===== config.mk =====
export PLATFORM = sky130hd
export DESIGN_NAME = rst_sequencer
export DESIGN_NICKNAME = d
export VERILOG_FILES = /design/src/rtl/rst_sequencer.sv
export SDC_FILE = /design/constraint.sdc
export NUM_CORES = 1
export LEC_CHECK = 0
export ABC_AREA = 1
export CAP_MARGIN = 20
export CORE_MARGIN = 10
export CORE_UTILIZATION = 57
export DETAILED_ROUTE_END_ITERATION = 8
export PLACE_DENSITY = 0.9
export SYNTH_ARGS = -nofsm -noshare
export SYNTH_HDL_FRONTEND = slang
export SYNTH_SLANG_ARGS = --single-unit

===== constraint.sdc =====
create_clock -name clk -period 3.2 [get_ports clk]
set_input_delay 0.96 -clock clk [delete_from_list [all_inputs] [get_ports clk]]
set_output_delay 0.96 -clock clk [all_outputs]
set_load 0.03 [all_outputs]

===== src/rtl/rst_sequencer.sv =====
// Power-on reset sequencer: waits for PLL lock, settles, then releases
// peripheral reset followed by core reset, counting post-settle lock losses.
module rst_sequencer #(
    parameter int SYNC_STAGES    = 2,
    parameter int SETTLE_CYCLES  = 1024,
    parameter int STAGGER_CYCLES = 16
) (
    input  logic       clk,
    input  logic       rst,
    input  logic       locked,
    output logic       periph_rst,
    output logic       core_rst,
    output logic       ready,
    output logic [1:0] state,
    output logic [7:0] drop_cnt
);

    localparam int MAXC = (SETTLE_CYCLES > STAGGER_CYCLES) ?
                          SETTLE_CYCLES : STAGGER_CYCLES;
    localparam int CW   = (MAXC > 1) ? $clog2(MAXC) : 1;

    localparam logic [CW-1:0] SETTLE_LAST  = CW'(SETTLE_CYCLES - 1);
    localparam logic [CW-1:0] STAGGER_LAST = CW'(STAGGER_CYCLES - 1);

    typedef enum logic [1:0] {
        WAIT_LOCK = 2'b00,
        SETTLE    = 2'b01,
        RELEASE   = 2'b10,
        RUN       = 2'b11
    } state_t;

    state_t                 cur;
    logic [SYNC_STAGES-1:0] sync;
    logic                   locked_s;
    logic [CW-1:0]          cnt;

    // {periph_rst, core_rst, ready} for a given state
    function automatic logic [2:0] outs(input state_t s);
        unique case (s)
            WAIT_LOCK: outs = 3'b110;
            SETTLE:    outs = 3'b110;
            RELEASE:   outs = 3'b010;
            RUN:       outs = 3'b001;
        endcase
    endfunction

    assign locked_s = sync[SYNC_STAGES-1];
    assign state    = cur;

    // Bring the asynchronous lock indicator into the clk domain
    always_ff @(posedge clk) begin
        if (rst) begin
            sync <= '0;
        end else begin
            sync <= {sync[SYNC_STAGES-2:0], locked};
        end
    end

    // Sequencer FSM; outputs are loaded with the decode of the next state
    // so they always match the state register without an extra cycle lag
    always_ff @(posedge clk) begin
        if (rst) begin
            cur        <= WAIT_LOCK;
            cnt        <= '0;
            drop_cnt   <= '0;
            periph_rst <= 1'b1;
            core_rst   <= 1'b1;
            ready      <= 1'b0;
        end else begin
            unique case (cur)
                WAIT_LOCK: begin
                    cnt <= '0;
                    if (locked_s) begin
                        cur <= SETTLE;
                        {periph_rst, core_rst, ready} <= outs(SETTLE);
                    end
                end
                SETTLE: begin
                    if (!locked_s) begin
                        cur <= WAIT_LOCK;
                        cnt <= '0;
                        {periph_rst, core_rst, ready} <= outs(WAIT_LOCK);
                    end else if (cnt == SETTLE_LAST) begin
                        cur <= RELEASE;
                        cnt <= '0;
                        {periph_rst, core_rst, ready} <= outs(RELEASE);
                    end else begin
                        cnt <= cnt + 1'b1;
                    end
                end
                RELEASE: begin
                    if (!locked_s) begin
                        cur <= WAIT_LOCK;
                        cnt <= '0;
                        {periph_rst, core_rst, ready} <= outs(WAIT_LOCK);
                        if (drop_cnt != 8'hFF) begin
                            drop_cnt <= drop_cnt + 8'd1;
                        end
                    end else if (cnt == STAGGER_LAST) begin
                        cur <= RUN;
                        cnt <= '0;
                        {periph_rst, core_rst, ready} <= outs(RUN);
                    end else begin
                        cnt <= cnt + 1'b1;
                    end
                end
                RUN: begin
                    cnt <= '0;
                    if (!locked_s) begin
                        cur <= WAIT_LOCK;
                        {periph_rst, core_rst, ready} <= outs(WAIT_LOCK);
                        if (drop_cnt != 8'hFF) begin
                            drop_cnt <= drop_cnt + 8'd1;
                        end
                    end
                end
            endcase
        end
    end

endmodule

== Word level (Yosys, flattened, before mapping) ==
Cells that the tools add are included.

* Output and inout port bits: 13
* Logic and storage cells: 53
* Input port bits: 3
* Flip-flop bits (word level): 25

* Reductions and logical operators: 5
* Equality and inequality tests: 10
* $add $sub $neg: 2
* Bitwise logic cells: 1
* Multiplexer cells: 28

{| class="wikitable"
|+ Operator list
! operator !! count
|-
| $mux 10 || 4
|-
| $pmux 10 s3 || 1
|-
| $mux 1 || 13
|-
| $mux 2 || 6
|-
| $pmux 1 s4 || 3
|-
| $add 10x1->10 const B || 1
|-
| $eq 10x10->1 const B || 1
|-
| $eq 10x4->1 const B || 1
|-
| $add 8x1->8 const B || 1
|-
| $ne 8x8->1 const B || 1
|-
| $pmux 2 s4 || 1
|-
| $ne 3x3->1 const B || 2
|-
| $eq 2x2->1 const B || 2
|-
| $ne 2x2->1 const B || 2
|-
| $reduce_and 4->1 || 1
|-
| $reduce_or 2->1 || 2
|-
| $reduce_and 3->1 || 1
|-
| $eq 2x1->1 const B || 1
|-
| $logic_not 2->1 || 1
|-
| $not 1->1 || 1
|}

== Depth between registers and ports, before layout ==
* Depth in word-level cells: 4
* Gate-level depth with buffers: 9
* Mapped depth without buffers: 9

== Worst setup path after synthesis ==
Ideal clock, no wire load.

* Kind: reg2reg
* Start: register cur[0], in the netlist state[0]
* End: register cur[1], in the netlist state[1]
* Setup slack: 1.589 ns
* Required time: 3.087 ns
* Setup time: 0.113 ns
* Buffers on the path: 0
* Clock period less this slack: 1.611 ns
* Stages on the path, launching flop included: 7
* Arrival: 1.498 ns
* Path through: dfxtp_1 -> inv_1 -> ha_1 -> mux2i_1 -> nand3_4 -> nor2_1 -> nor2_1

* Cells in the longest elaborated chain, start to end: 3
* Elaborated cells between the ends (all ways): 10
* Those cells by class: eq/ne (7); mux (1); reduce/logical (2)

{| class="wikitable"
|+ Ends and longest elaborated chain
! what !! RTL line !! source
|-
| from (decl) || 32 || <nowiki>state_t cur;</nowiki>
|-
| from (signal assigned) || 63 || <nowiki>cur <= WAIT_LOCK;</nowiki>
|-
| from (signal assigned) || 74 || <nowiki>cur <= SETTLE;</nowiki>
|-
| from (signal assigned) || 80 || <nowiki>cur <= WAIT_LOCK;</nowiki>
|-
| $eq 2x2->1, or another cell as far along || 70 || <nowiki>unique case (cur)</nowiki>
|-
| $ne 3x3->1 (no source line) or $ne 2x2->1 (tied branches) || - ||
|-
| $reduce_and 4->1 (no source line) || - ||
|}

Parallel ways exist; a longest one is shown, timed or not.
A chain may end at the register's enable or synchronous reset.

== Worst setup path after layout ==
* Start: register drop_cnt[4]
* End: output drop_cnt[4]

{| class="wikitable"
|+ RTL lines
! what !! RTL line !! source
|-
| from (decl) || 15 || <nowiki>output logic [7:0] drop_cnt</nowiki>
|-
| from (signal assigned) || 97 || <nowiki>drop_cnt <= drop_cnt + 8'd1;</nowiki>
|-
| from (signal assigned) || 113 || <nowiki>drop_cnt <= drop_cnt + 8'd1;</nowiki>
|}

No word-level cell between the ends.

==> impl_results.md <==
* Post-synth EDFFs at 0
* Max Fclk at 407 MHz
* Status: finished clean
* Avg Cell Area, Syn at 7.42 um^2
* Final hold violation count at 0
* Worst Path Max Fanout at 5
* Final Cycle Share at 76.8%
* DRC at 0
* Std-Cell Rows at 16
* Finished Layout Cells at 213
* Routed via count at 1093
* Number of gates resized after CTS at 0
* CP required at 2.24 ns
* Max stage delay on crit path at 0.71 ns
* Vias in the first global route at 1079
* Area Overhead vs Synth at 16.8%
* CTS Root Buffer Type: clkbuf_4
* Ys async rst share at 0%
* Largest net degree at the start of global routing at 16
* Most common cell after layout, fill and taps aside: nand2_1
* Min Tclk post-route at 2.46 ns
* Number of max-cap violations at 0
* Multi-input logic area at 669 um^2
* Unrepaired setup endpoints after global routing: no
* WS Path Type: register to output pin
* # nets final at 197
* Worst hold path class: register to register
* CP Launch Type: register
* Global-route wire length before repair at 4460 um
* Critical path arrival at 1.50 ns
* Actual slew at the worst max-slew pin at 0.517 ns
* Starting DRT DRC Count at 63
* Gr usage total at 12.6%
* Sequence of cells on the critical path: clkdlybuf4s50_1
* Ys flop type: dfxtp_1
* Grt ovf at 0
* DPL Wire Length at 2020 um
* Syn Inst Count at 168
* H-tree depth at 1
* Leak at 0.000564 uW
* Critical-path top delay cell: clkdlybuf4s50_1
* Slew HR at 64.5%
* Core area at 2020 um^2
* Longest Clk Path Bufs at 2
* Fillers at 160
* Worst-path clk slew at 0.15 ns
* Initial Utilization at 61.6%
* DRT Pass-1 Iters at 4
* Worst r2r path cells at 8
* Antenna violations before repair at 0
* Via/cell ratio at 5.13
* Flip-flop and latch area at 500 um^2
* # clock sinks at 25
* Setup tns final at 0 ns
* CTS tree: yes
* Area contributors post-synth: dfxtp_1 40%, nand2_1 11%, nor2_1 10%, ha_1 7.0%, xor2_1 4.9%
* I/O pin cnt at 16
* Final setup viols at 0
* #FFs+latches synth at 25
* Synth warnings at 0
* Cell area power density at 611 nW/um^2
* Worst Clk Skew at 0.00863 ns
* Yosys top cell area share at 40.2%
* Latest clock arrival within the worst-skew pair at 0.33 ns
* CP Capture Type: output pin
* Crit. path cell count at 1
* Seq/Total Area, Yosys at 40.2%
* DR WL/cell at 12.1 um
* Dpl cells at 209
* Max-slew violation count at 0
* CTS Hold Bufs at 0
* CP top delay family: buffers and inverters
* Buf+Inv Stages, Crit Path at 1
* Total inserted antenna cells at 0
* Maximum VDD drop at 0.562 mV
* Share of cells above drive strength 1 at 6.99%
* CTS Buf Count at 3
* Largest area contributor in the netlist: dfxtp_1
* WL final at 2580 um
* Detail Route Antenna Nets at 0
* Global placement routability congestion at 0.819
* Commonest non-fill, non-tap cells in the layout: 35 x nand2_1, 34 x nor2_1, 25 x dfxtp_1
* Full die area at 4460 um^2
* Syn Nets at 178
* Post-CTS Setup Repair Bufs at 0
* Number of distinct library cells after synthesis at 23
* Die width at 66.8 um
* Die Y at 66.8 um
* Mapped Area at 1250 um^2
* WHS Path Cells at 2
* IO buf count at 15
-- synth_stat cells, types with 2 or more instances --
cell type   n
nand2_1    35
nor2_1     34
dfxtp_1    25
inv_1      16
a21oi_1     8
nand3_1     8
ha_1        7
xor2_1      7
nand4_1     4
o21ai_0     4
inv_2       3
nand2_2     3
nor3_1      3
xnor2_1     2
-- state kept, by name, summed over array words and instances (netlist names) --
register,cells
ready,1
sync,2
drop_cnt,8
cnt,10
state,2
periph_rst,1
core_rst,1
-- stage by stage --
stage	worst slack [ns]	utilization, %	area, um^2	hold WS (ns)	total power [uW]
after floorplan	1.59	-	1250	0.388	620
after global placement	1.08	70.5	1430	0.395	722
after detailed placement	1.00	70.5	1430	0.419	744
after CTS	0.730	72.0	1460	0.452	895
after global routing	0.697	72.0	1460	0.474	938
final	0.744	72.0	1460	0.446	889
-- cells by family after synthesis --
| kind of cell | synth area share [%] |
|---|---|
| xor+xnor | 6.33 |
| mux | 0.803 |
| buf+inv | 6.12 |
| flops | 40.2 |
| simple gates | 32.2 |
| compound gates | 7.33 |
| fa+ha+maj | 7.03 |
-- metal layers --
layer	vias up	share of wire, %	global-route usage [%]
met4	0	1.6	5.50
li1	565	-	-
met5	-	0	0
met1	502	41	13.0
met3	5	4.3	3.34
met2	21	53	23.0
-- where the power goes --
| group | total (uW) | leakage, uW | internal [uW] | switching [uW] |
|---|---|---|---|---|
| Sequential | 380 | 0.000203 | 347 | 32.8 |
| Clock | 149 | 0.0000139 | 47.9 | 101 |
| Combinational | 361 | 0.000347 | 133 | 227 |
-- area by class of cell --
class | count | area share, %
flip-flops and latches | 25 | 34.4
repair buffers | 15 | 10.3
inverters | 19 | 4.90
multi-input cells | 123 | 46.0
well taps | 27 | 2.32
clock buffers | 3 | 1.55
clock inverters | 1 | 0.516
-- final timing paths --
path | startpoint | to | slack (ns)
min reg2reg | sync[0] | sync[1] | 0.45
max | drop_cnt[4] | drop_cnt[4] | 0.74
min | sync[0] | sync[1] | 0.45
max reg2reg | cnt[0] | cnt[6] | 1.58
(Power assumes the default switching activity.)
